[src/rtl/instruction_fetch_sequencer.sv]
// Two-byte instruction fetch sequencer: reads a 16-bit word from byte memory
// at the PC, steps the PC per byte, and hands the word to decode via valid/ready.
//
// Ports:
//   Clock, Reset        rising-edge clock, async active-high reset
//   Start               fetch request (IDLE, HOLD with InstrReady, ERR)
//   PcQ                 current PC value
//   PcE, PcFunSel       PC enable / function (01 inc, 00 dec)
//   MemAddr, MemRead    byte read request (address = PcQ while reading)
//   MemData, MemValid   byte read response
//   InstrOut            assembled instruction word
//   InstrValid          InstrOut valid (HOLD)
//   InstrReady          consumer accept
//   Busy, Error         fetching / timed out
module instruction_fetch_sequencer #(
    parameter bit LOW_FIRST = 1'b1,
    parameter int TIMEOUT   = 8
) (
    input  logic        Clock,
    input  logic        Reset,
    input  logic        Start,
    input  logic [15:0] PcQ,
    output logic        PcE,
    output logic [1:0]  PcFunSel,
    output logic [15:0] MemAddr,
    output logic        MemRead,
    input  logic [7:0]  MemData,
    input  logic        MemValid,
    output logic [15:0] InstrOut,
    output logic        InstrValid,
    input  logic        InstrReady,
    output logic        Busy,
    output logic        Error
);

    localparam int CW = (TIMEOUT > 1) ? $clog2(TIMEOUT) : 1;
    localparam logic [CW-1:0] LAST = CW'((TIMEOUT > 0) ? TIMEOUT - 1 : 0);

    typedef enum logic [2:0] {
        IDLE,
        REQ_LO,
        REQ_HI,
        HOLD,
        ERR
    } state_t;

    state_t          state_q, state_d;
    logic [CW-1:0]   cnt_q, cnt_d;
    logic [15:0]     instr_q, instr_d;
    logic            valid_q, busy_q, err_q;

    logic            req;
    logic            tmo;
    logic            first;

    assign InstrOut   = instr_q;
    assign InstrValid = valid_q;
    assign Busy       = busy_q;
    assign Error      = err_q;

    // Mealy memory/PC controls; a response in the timeout cycle wins.
    always_comb begin
        req   = (state_q == REQ_LO) || (state_q == REQ_HI);
        first = (state_q == REQ_LO);
        tmo   = (TIMEOUT != 0) && req && !MemValid && (cnt_q == LAST);

        MemRead  = req;
        MemAddr  = req ? PcQ : 16'h0000;
        PcE      = (req && MemValid) || ((state_q == REQ_HI) && tmo);
        // Rolling back from REQ_HI lets a retry refetch the whole word.
        PcFunSel = ((state_q == REQ_HI) && tmo) ? 2'b00 : 2'b01;
    end

    always_comb begin
        state_d = state_q;
        cnt_d   = cnt_q;
        instr_d = instr_q;
        case (state_q)
            IDLE: begin
                if (Start) state_d = REQ_LO;
            end
            REQ_LO, REQ_HI: begin
                if (MemValid) begin
                    if (first == LOW_FIRST) instr_d[7:0] = MemData;
                    else                    instr_d[15:8] = MemData;
                    state_d = first ? REQ_HI : HOLD;
                end else if (tmo) begin
                    state_d = ERR;
                end else begin
                    cnt_d = cnt_q + CW'(1);
                end
            end
            HOLD: begin
                if (InstrReady) state_d = Start ? REQ_LO : IDLE;
            end
            ERR: begin
                if (Start) state_d = REQ_LO;
            end
            default: state_d = IDLE;
        endcase
        // Fresh wait budget for every byte request.
        if ((state_d != state_q) &&
            ((state_d == REQ_LO) || (state_d == REQ_HI)))
            cnt_d = '0;
    end

    always_ff @(posedge Clock or posedge Reset) begin
        if (Reset) begin
            state_q <= IDLE;
            cnt_q   <= '0;
            instr_q <= 16'h0000;
            valid_q <= 1'b0;
            busy_q  <= 1'b0;
            err_q   <= 1'b0;
        end else begin
            state_q <= state_d;
            cnt_q   <= cnt_d;
            instr_q <= instr_d;
            valid_q <= (state_d == HOLD);
            busy_q  <= (state_d == REQ_LO) || (state_d == REQ_HI);
            err_q   <= (state_d == ERR);
        end
    end

endmodule

[config.mk]
export PLATFORM = sky130hd
export DESIGN_NAME = instruction_fetch_sequencer
export DESIGN_NICKNAME = d
export VERILOG_FILES = /design/src/rtl/instruction_fetch_sequencer.sv
export SDC_FILE = /design/constraint.sdc
export NUM_CORES = 1
export LEC_CHECK = 0
export CAP_MARGIN = 20
export CORE_ASPECT_RATIO = 0.9
export CORE_UTILIZATION = 42
export CTS_BUF_LIST = sky130_fd_sc_hd__clkbuf_8 sky130_fd_sc_hd__clkbuf_16
export DETAILED_ROUTE_END_ITERATION = 12
export PLACE_DENSITY_LB_ADDON = 0.25
export SYNTH_ARGS = -nofsm -noshare
export SYNTH_HDL_FRONTEND = slang
export SYNTH_SLANG_ARGS = --single-unit
export TNS_END_PERCENT = 5
[constraint.sdc]
create_clock -name Clock -period 3.1 [get_ports Clock]
set_input_delay 0.31 -clock Clock [delete_from_list [all_inputs] [get_ports Clock]]
set_output_delay 0.31 -clock Clock [all_outputs]
set_load 0.005 [all_outputs]
==> impl_summary.md <==
Hold path
The worst min-delay path class is reg2reg. Along the worst hold path, the cell count comes to 1. The startpoint of the most critical hold path is InstrOut[6].

The worst hold path endpoint is InstrOut[6].

Placed design
At the end of routability-driven placement, the weighted congestion stood at 0.847. Detailed placement ended at an HPWL of 2190 um. Prior to clock tree synthesis, the placed netlist has a worst setup slack of about 0.77 ns.

The cell area reported after detailed placement is 0.00197 mm2. In this run the tool buffered the top-level ports with 66 buffer cells.

STA
Setup repair after global routing left no endpoint under its margin. Adding up every negative setup slack in the final design gives 0 ns. The number of hold violations in the final report is 0.

The final setup violation count is 0. The number of max-slew violations in the final report is 0. Timing would allow up to 0.401 GHz.

The setup skew after layout is around 0.0010 ns. The post-route minimum period is 2.50 ns. For the pin with the worst max-slew slack, the measured transition is 0.937 ns.

The ratio of final minimum period to clock period is 80.5%. In this run the tightest slew margin relative to its limit is a little under two fifths. Across all setup checks in the final design, the least slack found is 0.604 ns. The worst hold slack across all endpoints is 0.509 ns.

Die
The starting density of the core is 45.5%. The number of placed I/O pins is slightly below 70. The die is 54.6 um tall. The overall die area is ~0.0033 mm2.

The floorplan has 18 rows. In this run the horizontal extent of the chip is roughly 60 um. In this run the standard cell core region covers approximately 0.0028 mm2.

Global routing
Global routing finished with a remaining overflow of 0. The first global-routing pass estimated approximately 4500 um of wire. The pin count of the biggest net entering global routing is 26. The number of antenna violations at the first check in global routing came to 0. The number of global-route vias before repair was 968. Global routing used between 10% and 20% of the available tracks across all layers.

Synth
The count of synthesis-stage warnings from yosys is 0. Synthesis inferred 25 register bits. The number of nets in the synthesized netlist is 139. The synthesized netlist cell count is 108.

In this run the cell area of the synthesized design comes to 0.00129 mm2. The post-synthesis average cell area is 11.9 um2. The number of distinct library cells after synthesis is 33. The portion of the post-synthesis area used by sequential elements is 48.5%.

CTS
The register clock-pin slew on the reported worst setup and hold paths is 0.09 ns. The number of H-tree levels is 1. The number of clock sinks is 25.

The number of hold buffers added after CTS was 0. In this run the deepest clock path goes through 2 buffers. The later pin in the worst-skew pair is clocked with a latency of ~0.26 ns.

Gates resized during post-CTS repair numbered 0. The number of buffers created by CTS is 3. The CTS tree is yes. The buffer type at the clock tree root is sky130_fd_sc_hd__clkbuf_8. The number of buffers added for setup after CTS is 0.

Pwr
The power density normalized to cell area is around 900 mW/mm2. The leakage dissipation is approximately 0.00084 uW. The worst IR drop on VDD is between 500 and 600 uV.

Final layout
The number of antenna repair diodes is 0. Relative to the synthesized area, the layout overhead comes to 56.4%. The final design utilization is 71.1%. Of the cells placed in the final design, the portion with a size suffix greater than 1 is 18.4%. Leaving out fill and tap cells, the most frequent cells in the layout are 66 x sky130_fd_sc_hd__clkdlybuf4s50_1, 25 x sky130_fd_sc_hd__dfrtp_1, 16 x sky130_fd_sc_hd__mux2_2, 16 x sky130_fd_sc_hd__and2_1. The total non-filler cell area in the finished layout is 0.00202 mm2.

Leaving out fill and tap cells, the most frequent cell in the layout is sky130_fd_sc_hd__clkdlybuf4s50_1. At the end of the flow, the number of nets in the layout was approximately 200.

Critical path
Among all stages on the critical path, the largest delay is contributed by sky130_fd_sc_hd__dfrtp_1. The critical register-to-register path startpoint is cnt_q[0]. Traced cell by cell, the critical path runs through nor2b_1 -> and3b_2 -> nor2_1 -> nand2_1 -> clkdlybuf4s50_1.

In this run the worst path has a maximum fanout of 13. The peak per-stage delay on the critical path is 0.63 ns. The number of cells on the worst reg-to-reg path is 6. The critical path required time is 2.79 ns. The startpoint class of the critical path is a flip-flop. The classification of the worst setup path is reg2out.

The dominant delay contributor by cell family on the critical path is simple AND/OR/NAND/NOR gates. The buffers plus inverters on the worst setup path is 1. The endpoint identified for the worst register-to-register timing path is Busy.

The worst path arrival time is 2.19 ns. For flop-to-flop paths, the worst setup slack is 1.17 ns. The element type at the critical path end is an output pin.

Drt
Detailed routing inserted a total of between 1000 and 1500 vias. Dividing the detail-routed via count by the number of cells gives 4.80. The length of the first detailed-routing pass in iterations is 4. The initial DRC count is 13. The final wirelength is roughly 2900 um. The detail route stage leaves a number of antenna-violating nets equal to 0. The routed wire length per instance is 13.7 um. The number of DRC violations after detailed routing is 0.

Status
The run finished with clean final reports.

Run
The tool flagged a number of max-cap violations equal to 0.
==> state kept, by name, indices dropped and copies added (netlist names) <==
| name | count |
|---|---|
| state_q | 3 |
| Busy | 1 |
| InstrOut | 16 |
| Error | 1 |
| cnt_q | 3 |
| InstrValid | 1 |
==> metal layers <==
layer | GRT usage, % | vias to the layer above | wire, um
met2 | 33.7 | 52 | 1410
li1 | - | 498 | -
met3 | 6.38 | 6 | 286
met1 | 20.8 | 471 | 1190
met5 | 0 | - | 0
met4 | 6.82 | 0 | 48
==> final cells by class <==
class	count	area (um2)
fill	217	821
timing repair buffer	68	676
clock inverter	1	7.51
clock buffer	3	41.3
inverter	4	15.0
tap	40	50.0
sequential	25	626
multi-input combinational	73	602
==> how the worst max path moves through the flow <==
stage / start / to / slack, ns / cells past startpoint
after global placement: MemValid / PcE / 0.80 / 7
after CTS: state_q[1] / PcE / 0.60 / 5
after global routing: state_q[1] / MemAddr[12] / 0.47 / 5
after detailed placement: MemValid / PcE / 0.77 / 7
after floorplan: cnt_q[0] / Busy / 1.31 / 6
final: state_q[1] / PcE / 0.60 / 5
==> per-stage QoR <==
stage	power [uW]	instances
2_1_floorplan	1080	108
3_3_place_gp	1580	210
3_5_place_dp	1610	210
4_1_cts	1810	214
5_1_grt	1920	214
6_report	1790	214
==> power breakdown <==
part / switching (uW) / internal [uW] / leakage [uW] / total [uW]
clock network: 102 / 90.9 / 0.0000217 / 193
registers: 114 / 471 / 0.000305 / 585
logic: 339 / 674 / 0.000516 / 1010
==> synth_stat cells <==
cell | instances | area share (%)
sky130_fd_sc_hd__dfrtp_1 | 25 | 48
sky130_fd_sc_hd__and2_1 | 16 | 7.8
sky130_fd_sc_hd__mux2_2 | 16 | 14
sky130_fd_sc_hd__inv_1 | 4 | 1.2
sky130_fd_sc_hd__nand2_1 | 4 | 1.2
sky130_fd_sc_hd__nor2_1 | 4 | 1.2
sky130_fd_sc_hd__a21oi_1 | 2 | 0.78
sky130_fd_sc_hd__and3b_2 | 2 | 1.6
sky130_fd_sc_hd__buf_2 | 2 | 0.78
sky130_fd_sc_hd__buf_4 | 2 | 1.2
sky130_fd_sc_hd__buf_6 | 2 | 1.7
sky130_fd_sc_hd__ha_1 | 2 | 1.9
sky130_fd_sc_hd__mux2i_1 | 2 | 1.6
sky130_fd_sc_hd__nand2b_1 | 2 | 0.97
sky130_fd_sc_hd__nor2b_1 | 2 | 0.97
sky130_fd_sc_hd__nor3_1 | 2 | 0.78
sky130_fd_sc_hd__nor3_2 | 2 | 1.6
sky130_fd_sc_hd__o41ai_1 | 2 | 1.4
sky130_fd_sc_hd__a2111oi_4 | 1 | 2.1
sky130_fd_sc_hd__a22o_2 | 1 | 0.78
sky130_fd_sc_hd__a22oi_1 | 1 | 0.58
sky130_fd_sc_hd__a32oi_1 | 1 | 0.68
sky130_fd_sc_hd__and2_2 | 1 | 0.58
sky130_fd_sc_hd__and3_1 | 1 | 0.49
sky130_fd_sc_hd__conb_1 | 1 | 0.29
sky130_fd_sc_hd__nand2b_2 | 1 | 0.68
sky130_fd_sc_hd__nand2b_4 | 1 | 1.1
sky130_fd_sc_hd__nor4b_1 | 1 | 0.68
sky130_fd_sc_hd__o21ai_1 | 1 | 0.39
sky130_fd_sc_hd__or2b_1 | 1 | 0.58
sky130_fd_sc_hd__or4_4 | 1 | 0.87
sky130_fd_sc_hd__xnor2_1 | 1 | 0.68
sky130_fd_sc_hd__xor2_1 | 1 | 0.68
==> cell families (layout without fill, tap and decap cells) <==
kind of cell	Yosys count	count (layout)	synth area share, %
mux	18	18	15.5
simple gates	41	41	20.9
xor+xnor	2	2	1.36
flops	25	25	48.5
buf+inv	10	76	4.85
compound gates	9	9	6.69
fa+ha+maj	2	2	1.94
other cells	1	1	0.291
Note: power is estimated with default switching activity, not from simulation.
